### src/rtl/redma_pkg.sv
// Shared AXI constants and FSM state type for the REDMA read engine.
package redma_pkg;

  localparam logic [1:0]  BURST_INCR  = 2'b01;
  localparam int unsigned BOUNDARY_4K = 4096;

  typedef enum logic [1:0] {
    ST_IDLE,
    ST_ISSUE,
    ST_DRAIN
  } state_t;

endpackage

### src/rtl/redma_burst_split.sv
// Combinational burst sizing: min(remaining beats, MAX_BURST, beats left before the next 4 KB page).
module redma_burst_split
  import redma_pkg::*;
#(
  parameter int LEN_WIDTH   = 32,
  parameter int BEAT_BYTES  = 64,
  parameter int MAX_BURST   = 64,
  parameter int BEATS_WIDTH = $clog2(MAX_BURST) + 1
) (
  input  logic [11:0]            addr,
  input  logic [LEN_WIDTH-1:0]   rem_beats,
  output logic [BEATS_WIDTH-1:0] beats
);

  localparam int BEAT_SHIFT = $clog2(BEAT_BYTES);

  logic [12:0]          bytes_to_4k;
  logic [LEN_WIDTH-1:0] beats_to_4k;
  logic [LEN_WIDTH-1:0] cand;

  // NOTE: every variable gets a value before any conditional override, so no latch is inferred.
  always_comb begin
    bytes_to_4k = 13'(BOUNDARY_4K) - {1'b0, addr};
    beats_to_4k = LEN_WIDTH'(bytes_to_4k >> BEAT_SHIFT);
    cand        = rem_beats;
    if (cand > LEN_WIDTH'(MAX_BURST)) cand = LEN_WIDTH'(MAX_BURST);
    if (cand > beats_to_4k)           cand = beats_to_4k;
    beats       = BEATS_WIDTH'(cand);
  end

endmodule

### src/rtl/redma_rd_engine.sv
// AXI4 read engine: splits a byte-length transfer into 4 KB-safe INCR bursts and streams R beats into a FIFO.
module redma_rd_engine
  import redma_pkg::*;
#(
  parameter int ADDR_WIDTH      = 64,
  parameter int DATA_WIDTH      = 512,
  parameter int MAX_BURST       = 64,
  parameter int MAX_OUTSTANDING = 4,
  parameter int LEN_WIDTH       = 32
) (
  input  logic                  clk,
  input  logic                  rstn,
  input  logic                  start,
  input  logic [ADDR_WIDTH-1:0] src_addr,
  input  logic [LEN_WIDTH-1:0]  byte_len,
  output logic                  busy,
  output logic                  done,
  output logic [ADDR_WIDTH-1:0] araddr,
  output logic [7:0]            arlen,
  output logic [2:0]            arsize,
  output logic [1:0]            arburst,
  output logic                  arvalid,
  input  logic                  arready,
  input  logic [DATA_WIDTH-1:0] rdata,
  input  logic                  rlast,
  input  logic                  rvalid,
  output logic                  rready,
  input  logic                  fifo_full,
  output logic                  fifo_write,
  output logic [DATA_WIDTH-1:0] fifo_data
);

  localparam int BEAT_BYTES = DATA_WIDTH / 8;
  localparam int BEAT_SHIFT = $clog2(BEAT_BYTES);
  localparam int BW         = $clog2(MAX_BURST) + 1;
  localparam int OW         = $clog2(MAX_OUTSTANDING + 1);

  state_t                state;
  logic [ADDR_WIDTH-1:0] addr_q;
  logic [LEN_WIDTH-1:0]  issue_left;
  logic [LEN_WIDTH-1:0]  recv_left;
  logic [OW-1:0]         outstanding;
  logic [OW-1:0]         out_next;
  logic                  arvalid_q;
  logic                  done_q;
  logic [BW-1:0]         beats;
  logic [LEN_WIDTH-1:0]  issue_left_next;
  logic                  ar_hs;
  logic                  r_hs;
  logic                  last_hs;
  logic                  can_issue;

  redma_burst_split #(
    .LEN_WIDTH  (LEN_WIDTH),
    .BEAT_BYTES (BEAT_BYTES),
    .MAX_BURST  (MAX_BURST),
    .BEATS_WIDTH(BW)
  ) u_split (
    .addr     (addr_q[11:0]),
    .rem_beats(issue_left),
    .beats    (beats)
  );

  assign busy       = (state != ST_IDLE);
  assign done       = done_q;
  assign araddr     = addr_q;
  assign arlen      = 8'(beats - BW'(1));
  assign arsize     = 3'(BEAT_SHIFT);
  assign arburst    = BURST_INCR;
  assign arvalid    = arvalid_q;
  // R is only accepted while a transfer is live, so stale responses after reset never reach the FIFO.
  assign rready     = busy && !fifo_full;
  assign fifo_write = rvalid && rready;
  assign fifo_data  = rdata;

  assign ar_hs           = arvalid_q && arready;
  assign r_hs            = rvalid && rready;
  assign last_hs         = r_hs && rlast && (outstanding != '0);
  assign issue_left_next = issue_left - LEN_WIDTH'(beats);
  assign can_issue       = (out_next < OW'(MAX_OUTSTANDING));

  always_comb begin
    out_next = outstanding;
    if (ar_hs && !last_hs)      out_next = outstanding + OW'(1);
    else if (!ar_hs && last_hs) out_next = outstanding - OW'(1);
  end

  // NOTE: sequential state uses <= so every register samples the same pre-edge values.
  always_ff @(posedge clk or negedge rstn) begin
    if (!rstn) begin
      state       <= ST_IDLE;
      addr_q      <= '0;
      issue_left  <= '0;
      recv_left   <= '0;
      outstanding <= '0;
      arvalid_q   <= 1'b0;
      done_q      <= 1'b0;
    end else begin
      done_q      <= 1'b0;
      outstanding <= out_next;
      if (r_hs && recv_left != '0) recv_left <= recv_left - LEN_WIDTH'(1);

      case (state)
        ST_IDLE: begin
          if (start) begin
            if (byte_len == '0) begin
              done_q <= 1'b1;
            end else begin
              addr_q      <= src_addr;
              issue_left  <= byte_len >> BEAT_SHIFT;
              recv_left   <= byte_len >> BEAT_SHIFT;
              outstanding <= '0;
              arvalid_q   <= 1'b1;
              state       <= ST_ISSUE;
            end
          end
        end
        ST_ISSUE: begin
          if (ar_hs) begin
            addr_q     <= addr_q + (ADDR_WIDTH'(beats) << BEAT_SHIFT);
            issue_left <= issue_left_next;
            if (issue_left_next == '0) begin
              arvalid_q <= 1'b0;
              state     <= ST_DRAIN;
            end else begin
              arvalid_q <= can_issue;
            end
          end else if (!arvalid_q) begin
            arvalid_q <= can_issue;
          end
        end
        ST_DRAIN: begin
          // Completion follows the beat counter; rlast only retires outstanding bursts.
          if (r_hs && recv_left == LEN_WIDTH'(1)) begin
            state  <= ST_IDLE;
            done_q <= 1'b1;
          end
        end
        default: state <= ST_IDLE;
      endcase
    end
  end

endmodule
### config.mk
export PLATFORM = sky130hd
export DESIGN_NAME = redma_rd_engine
export DESIGN_NICKNAME = d
export VERILOG_FILES = /design/src/rtl/redma_pkg.sv /design/src/rtl/redma_burst_split.sv /design/src/rtl/redma_rd_engine.sv
export SDC_FILE = /design/constraint.sdc
export NUM_CORES = 1
export LEC_CHECK = 0
export ABC_AREA = 1
export BUFFER_PORTS_ARGS = -buffer_cell sky130_fd_sc_hd__buf_2
export CORE_AREA = 3 3 466 468
export CTS_BUF_LIST = sky130_fd_sc_hd__clkbuf_8
export CTS_CLUSTER_SIZE = 8
export DETAILED_ROUTE_END_ITERATION = 8
export DIE_AREA = 0 0 469 471
export PLACE_DENSITY = 0.3
export SYNTH_ARGS = -nofsm -noshare
export SYNTH_HDL_FRONTEND = slang
export SYNTH_SLANG_ARGS = --single-unit
### constraint.sdc
create_clock -name clk -period 4.3 [get_ports clk]
set_clock_uncertainty 0.1 [all_clocks]
set_input_delay 0.86 -clock clk [delete_from_list [all_inputs] [get_ports clk]]
set_output_delay 0.86 -clock clk [all_outputs]
set_load 0.005 [all_outputs]
Word-level counts from Yosys, hierarchy flattened
Index checks and enable logic that the tools add are counted.
{"block": "op_classes", "n_eq_ne": 8, "mux": 35, "magnitude_cmp": 3, "n_reduce_logical": 22, "addsub": 7}
{"operator": "32-bit two-way mux", "n": 8}
{"operator": "64-bit two-way mux", "n": 3}
{"operator": "64-bit one-hot mux with 2 select lines", "n": 1}
{"operator": "64-bit by 13-bit adder with 64-bit output", "n": 1}
{"operator": "32-bit logical NOT", "n": 2}
{"operator": "32-bit one-hot mux with 2 select lines", "n": 1}
{"operator": "32-bit by 1-bit == test with 1-bit output, second input constant", "n": 1}
{"operator": "32-bit by 7-bit > comparator with 1-bit output", "n": 1}
{"operator": "32-bit by 7-bit > comparator with 1-bit output, second input constant", "n": 1}
{"operator": "32-bit nonzero test", "n": 1}
{"operator": "32-bit by 1-bit subtractor with 32-bit output, second input constant", "n": 1}
{"operator": "32-bit by 7-bit subtractor with 32-bit output", "n": 1}
{"operator": "3-bit two-way mux", "n": 5}
{"operator": "13-bit by 12-bit subtractor with 13-bit output, first input constant", "n": 1}
{"operator": "2-bit two-way mux", "n": 5}
{"operator": "2-bit != test, second input constant", "n": 5}
{"operator": "1-bit logical AND", "n": 9}
{"operator": "1-bit two-way mux", "n": 8}
{"operator": "7-bit by 1-bit subtractor with 8-bit output, second input constant", "n": 1}
{"operator": "7-bit two-way mux", "n": 1}
{"operator": "2-bit one-hot mux with 3 select lines", "n": 1}
{"operator": "5-bit AND reduction", "n": 1}
{"operator": "1-bit one-hot mux with 2 select lines", "n": 2}
{"operator": "4-bit AND reduction", "n": 1}
{"operator": "other kinds (10)", "n": 13}
{"block": "totals", "word_cells": 82, "output_inout_bits": 594, "regBits": 135, "in_bits": 615}

Depth between registers and ports, before layout
{"block": "logic_depth", "ltp_word": 12, "mapped_depth": 37, "depth_no_buf": 36}

By module
A second synthesis with hierarchy kept.
{"block": "hier_totals", "hier_cells": 2299, "hier_area_um2": 15252.1}
{"module": "redma_rd_engine", "cells_each": 2162, "n_inst": 1, "area_per_inst_um2": 14567.7, "seq_area_each_um2": 3378.2}
{"module": "redma_burst_split", "cells_each": 137, "n_inst": 1, "area_per_inst_um2": 684.4, "seq_area_each_um2": 0.0}

Worst setup path after synthesis
OpenSTA, ideal clock, no wires.
{"block": "synth_path", "path_type": "reg-to-reg", "startpoint": "register issue_left[11]", "endpoint": "register state[0]", "n_path_buf": 1, "setup_slack_ns": -0.001, "period_less_slack_ns": 4.301, "stages_incl_launch_ff": 36, "arrival_time_ns": 4.080, "required_ns": 4.080, "setup_ns": 0.120, "cell_sequence": "dfrtp_1 > nor2_1 > nand2_2 > nor2_2 > nand2_2 > inv_2 > nand4_4 > inv_2 > nand2_1 > inv_1 > ha_1 > a21oi_1 > o21ai_1 > nand2_1 > nand2_1 > nand2_1 > inv_2 > o21ai_2 > ha_1 > inv_1 > fa_1 > nand2_1 > nand2_1 > nand3_1 > nand2_1 > nand2_1 > buf_6 > nand3_1 > nand2_1 > nand2_1 > inv_1 > nand3_1 > nor3_1 > nand3_1 > nand2_1 > nand2_1"}
{"block": "synth_via", "elab_chain_len": 8}
{"element": "start: declaration", "line": "redma_rd_engine.sv:40", "rtl": "logic [LEN_WIDTH-1:0] issue_left;"}
{"element": "start signal: assignment", "line": "redma_rd_engine.sv:110", "rtl": "issue_left <= byte_len >> BEAT_SHIFT;"}
{"element": "start signal: assignment", "line": "redma_rd_engine.sv:121", "rtl": "issue_left <= issue_left_next;"}
{"element": "32-bit by 7-bit > comparator with 1-bit output", "line": "redma_burst_split.sv:26", "rtl": "if (cand > LEN_WIDTH'(MAX_BURST)) cand = LEN_WIDTH'(MAX_BURST);"}
{"element": "32-bit two-way mux", "line": "redma_burst_split.sv:26"}
{"element": "32-bit by 7-bit > comparator with 1-bit output", "line": "redma_burst_split.sv:27", "rtl": "if (cand > beats_to_4k) cand = beats_to_4k;"}
{"element": "7-bit two-way mux", "line": "redma_burst_split.sv:27"}
{"element": "32-bit by 7-bit subtractor with 32-bit output (*)", "line": "redma_rd_engine.sv:79", "rtl": "assign issue_left_next = issue_left - LEN_WIDTH'(beats);"}
{"element": "32-bit logical NOT (*)", "line": "redma_rd_engine.sv:122", "rtl": "if (issue_left_next == '0) begin"}
{"element": "2-bit != test (no line) (*)"}
{"element": "5-bit AND reduction (no line) (*)"}
{"element": "end signal: assignment", "line": "redma_rd_engine.sv:91", "rtl": "state <= ST_IDLE;"}
{"element": "end signal: assignment", "line": "redma_rd_engine.sv:124", "rtl": "state <= ST_DRAIN;"}
{"element": "end signal: assignment", "line": "redma_rd_engine.sv:135", "rtl": "state <= ST_IDLE;"}
{"element": "end: declaration", "line": "redma_rd_engine.sv:38", "rtl": "state_t state;"}
Every way passes the cells marked *; elsewhere a longest branch is shown, timed or not.
A chain may end at the register's enable or synchronous reset.

Final worst setup path
{"block": "layout_path", "startpoint": "register issue_left[17]", "endpoint": "register state[1]"}
Same word-level chain as after synthesis.

==> results.json <==
{
  "setup.worst_path.end_class": "flip-flop",
  "fin_util_pct": 9.736,
  "tightest_slew_ns": 0.9015,
  "die_w_um": 469,
  "yosysTopAreaCell": "buf_4",
  "port_buffers": 179,
  "final_hold_viol_count": 0,
  "fin_crit_sh_pct": 112.3,
  "worst_path_largest_cell_delay_ns": 0.42,
  "hpwl_um": 106100,
  "clk_pin_slew_ns": 0.11,
  "ant_nets": 0,
  "die_h_um": 471,
  "violations": "negative setup slack",
  "routed_wl_um": 123800,
  "grt_pass1_wl_um": 156800,
  "vias_per_cell": 2.924,
  "powerDensity_mw_per_mm2": 659.8,
  "synth.yosys.warnings": 0,
  "cts_root_buffer": "clkbuf_8",
  "first_pass_iters": 5,
  "slew_headroom_pct": 39.90,
  "dpl_worst_slack_ns": -1.011,
  "syn2layout_area_growth_pct": 34.85,
  "hold_class": "input port to asynchronous set/reset pin",
  "start_util_pct": 7.220,
  "overflow": 0,
  "die_area_mm2": 0.2209,
  "power_mw": 13.74,
  "gp_congestion": 0.8121,
  "max-cap-violations": 0,
  "synth-seq-cells": 135,
  "synth_common_cells": "549 x nand2_1, 521 x buf_4, 221 x nor2_1",
  "cp_max_fo": 6,
  "drt_iter0_drc": 768,
  "rsz0062_at_grt": "yes",
  "synth_top_area_share_pct": 25.32,
  "slew_violations": 0,
  "clockBufferDepth": 2,
  "core_mm2": 0.2140,
  "drc": 0,
  "ios": 1209,
  "netlist_instances": 2344,
  "syn_area_mm2": 0.01545,
  "cts_buffers": 17,
  "min_period_ns": 4.830,
  "ys_types": 57,
  "fillers": 25340,
  "grt_max_degree": 118,
  "setup-violations-final": 83,
  "avgSynthCellArea_um2": 6.591,
  "async_flop_share_pct": 100.0,
  "hold_buffers": 0,
  "stdcell_count": 5155,
  "postPlaceCellArea_mm2": 0.01774,
  "grt_pass1_vias": 15200,
  "cts.htree.levels": 4,
  "cts_tree": "yes",
  "reg2reg_depth": 39,
  "setup_ws_ns": -0.5302,
  "grt.total_usage_pct": 10.82,
  "p_leak_nw": 8.506,
  "drive_gt1_share_pct": 40.88,
  "path_class": "flip-flop to flip-flop",
  "dp_cells": 5047,
  "yosysSeqAreaShare_pct": 21.87,
  "crit_required_ns": 4.67,
  "rr_startpoint": "issue_left[17]",
  "synth_edf_count": 0,
  "clkLatencyLatePin_ns": 0.59,
  "ir_drop_uv": 259.5,
  "synth_most_common_cell": "nand2_1",
  "antenna_found_initial": 28,
  "critPathSlowestCell": "dfrtp_1",
  "status": "finished with violations",
  "cts.sinks": 135,
  "wl_per_cell_um": 24.01,
  "max_freq_mhz": 207.0,
  "num_rows": 170,
  "netlist_top_cells_area": "buf_4 25%, dfrtp_1 22%, nand2_1 13%, nor2_1 5.4%, inv_1 4.7%",
  "cp_common_cell": "buf_4",
  "ys.flop_type": "dfrtp_1",
  "final_area_mm2": 0.02083,
  "nets": 2946,
  "num_vias": 15070,
  "cp-startpoint": "issue_left[17]",
  "cp.arrival_ns": 5.20,
  "cp-start-kind": "flip-flop"
}
==> metal layers <==
metal / track usage, % / vias up / share of wire, %
met3: 7.898 / 399 / 17
li1: - / 6904 / -
met1: 9.424 / 6920 / 30
met5: 0.1318 / - / 0.060
met2: 17.43 / 843 / 46
met4: 7.321 / 6 / 7.8
==> metrics by stage <==
step | setup TNS (ns) | hold WS (ns)
2_1_floorplan | 0 | 0.3877
3_5_place_dp | -48.21 | 0.4301
4_1_cts | -16.74 | 0.1418
5_1_grt | -42.40 | 0.1624
3_3_place_gp | -48.57 | 0.4195
6_report | -21.22 | 0.1521
==> placed cells by master, fill, tap and decap left out, types with 37 or more instances in the layout <==
cell,count
nand2_1,447
buf_4,236
buf_2,173
nor2_1,171
inv_1,167
dfrtp_1,135
nand2_2,91
nand3_1,88
buf_6,81
o21ai_1,67
nand4_1,47
o211ai_1,46
o21ai_0,45
inv_2,44
nor2_2,41
nand3_2,37
==> flip-flops by register name (all words and copies together), names as in the netlist <==
register	cells
outstanding	3
done	1
arvalid	1
recv_left	32
issue_left	32
araddr	64
state	2
==> power breakdown <==
part	internal, mW	switching, mW
logic	4.46	5.45
registers	1.80	0.826
clock network	0.482	0.732
total	6.74	7.00
==> cell type report <==
cell class | count | area [um2] | area share [%]
Antenna cell | 3 | 7.507 | 0.03604
Clock buffer | 17 | 234.0 | 1.123
Clock inverter | 15 | 156.4 | 0.7508
Inverter | 224 | 875.8 | 4.204
Multi-Input combinational cell | 1421 | 8832 | 42.40
Sequential cell | 135 | 3378 | 16.22
Tap cell | 2838 | 3551 | 17.05
Timing Repair Buffer | 502 | 3797 | 18.23
==> final timing paths <==
| path | slack [ns] | end |
|---|---|---|
| max in group asynchronous | 3.10 | outstanding[0] |
| worst max register to register | -0.53 | state[1] |
| min in group clk | 0.44 | araddr[49] |
| worst min-delay path | 0.15 | araddr[35] |
| worst max-delay path | -0.53 | state[1] |
| worst min register to register | 0.47 | issue_left[4] |
==> critical path: cells and delay by family, from the launching register on <==
kind                     cells  cell delay (ns)
AO/OA/AOI/OAI                2             0.23
adder cells (fa/ha/maj)      2             0.47
buffers and inverters       14             1.63
flip-flops                   1             0.42
AND/OR/NAND/NOR             21             1.88
==> what timing repair did <==
action                     CTS  global route
setup endpoints to repair   93            96
gates cloned                 1             0
resized for setup          450           124
buffers inserted            57            27
pin swaps                  144           111
==> kinds of logic (layout without fill, tap and decap cells) <==
logic type / Yosys count / in the layout / share of synthesized area, %
buf+inv: 791 / 758 / 32.38
flops: 135 / 135 / 21.87
fa+ha+maj: 30 / 30 / 2.527
xor+xnor: 42 / 42 / 2.381
simple gates: 1099 / 1099 / 31.13
compound gates: 240 / 240 / 9.338
mux: 5 / 5 / 0.3321
other cells: 2 / 8 / 0.04861
Power figures use the tool's default switching activity.
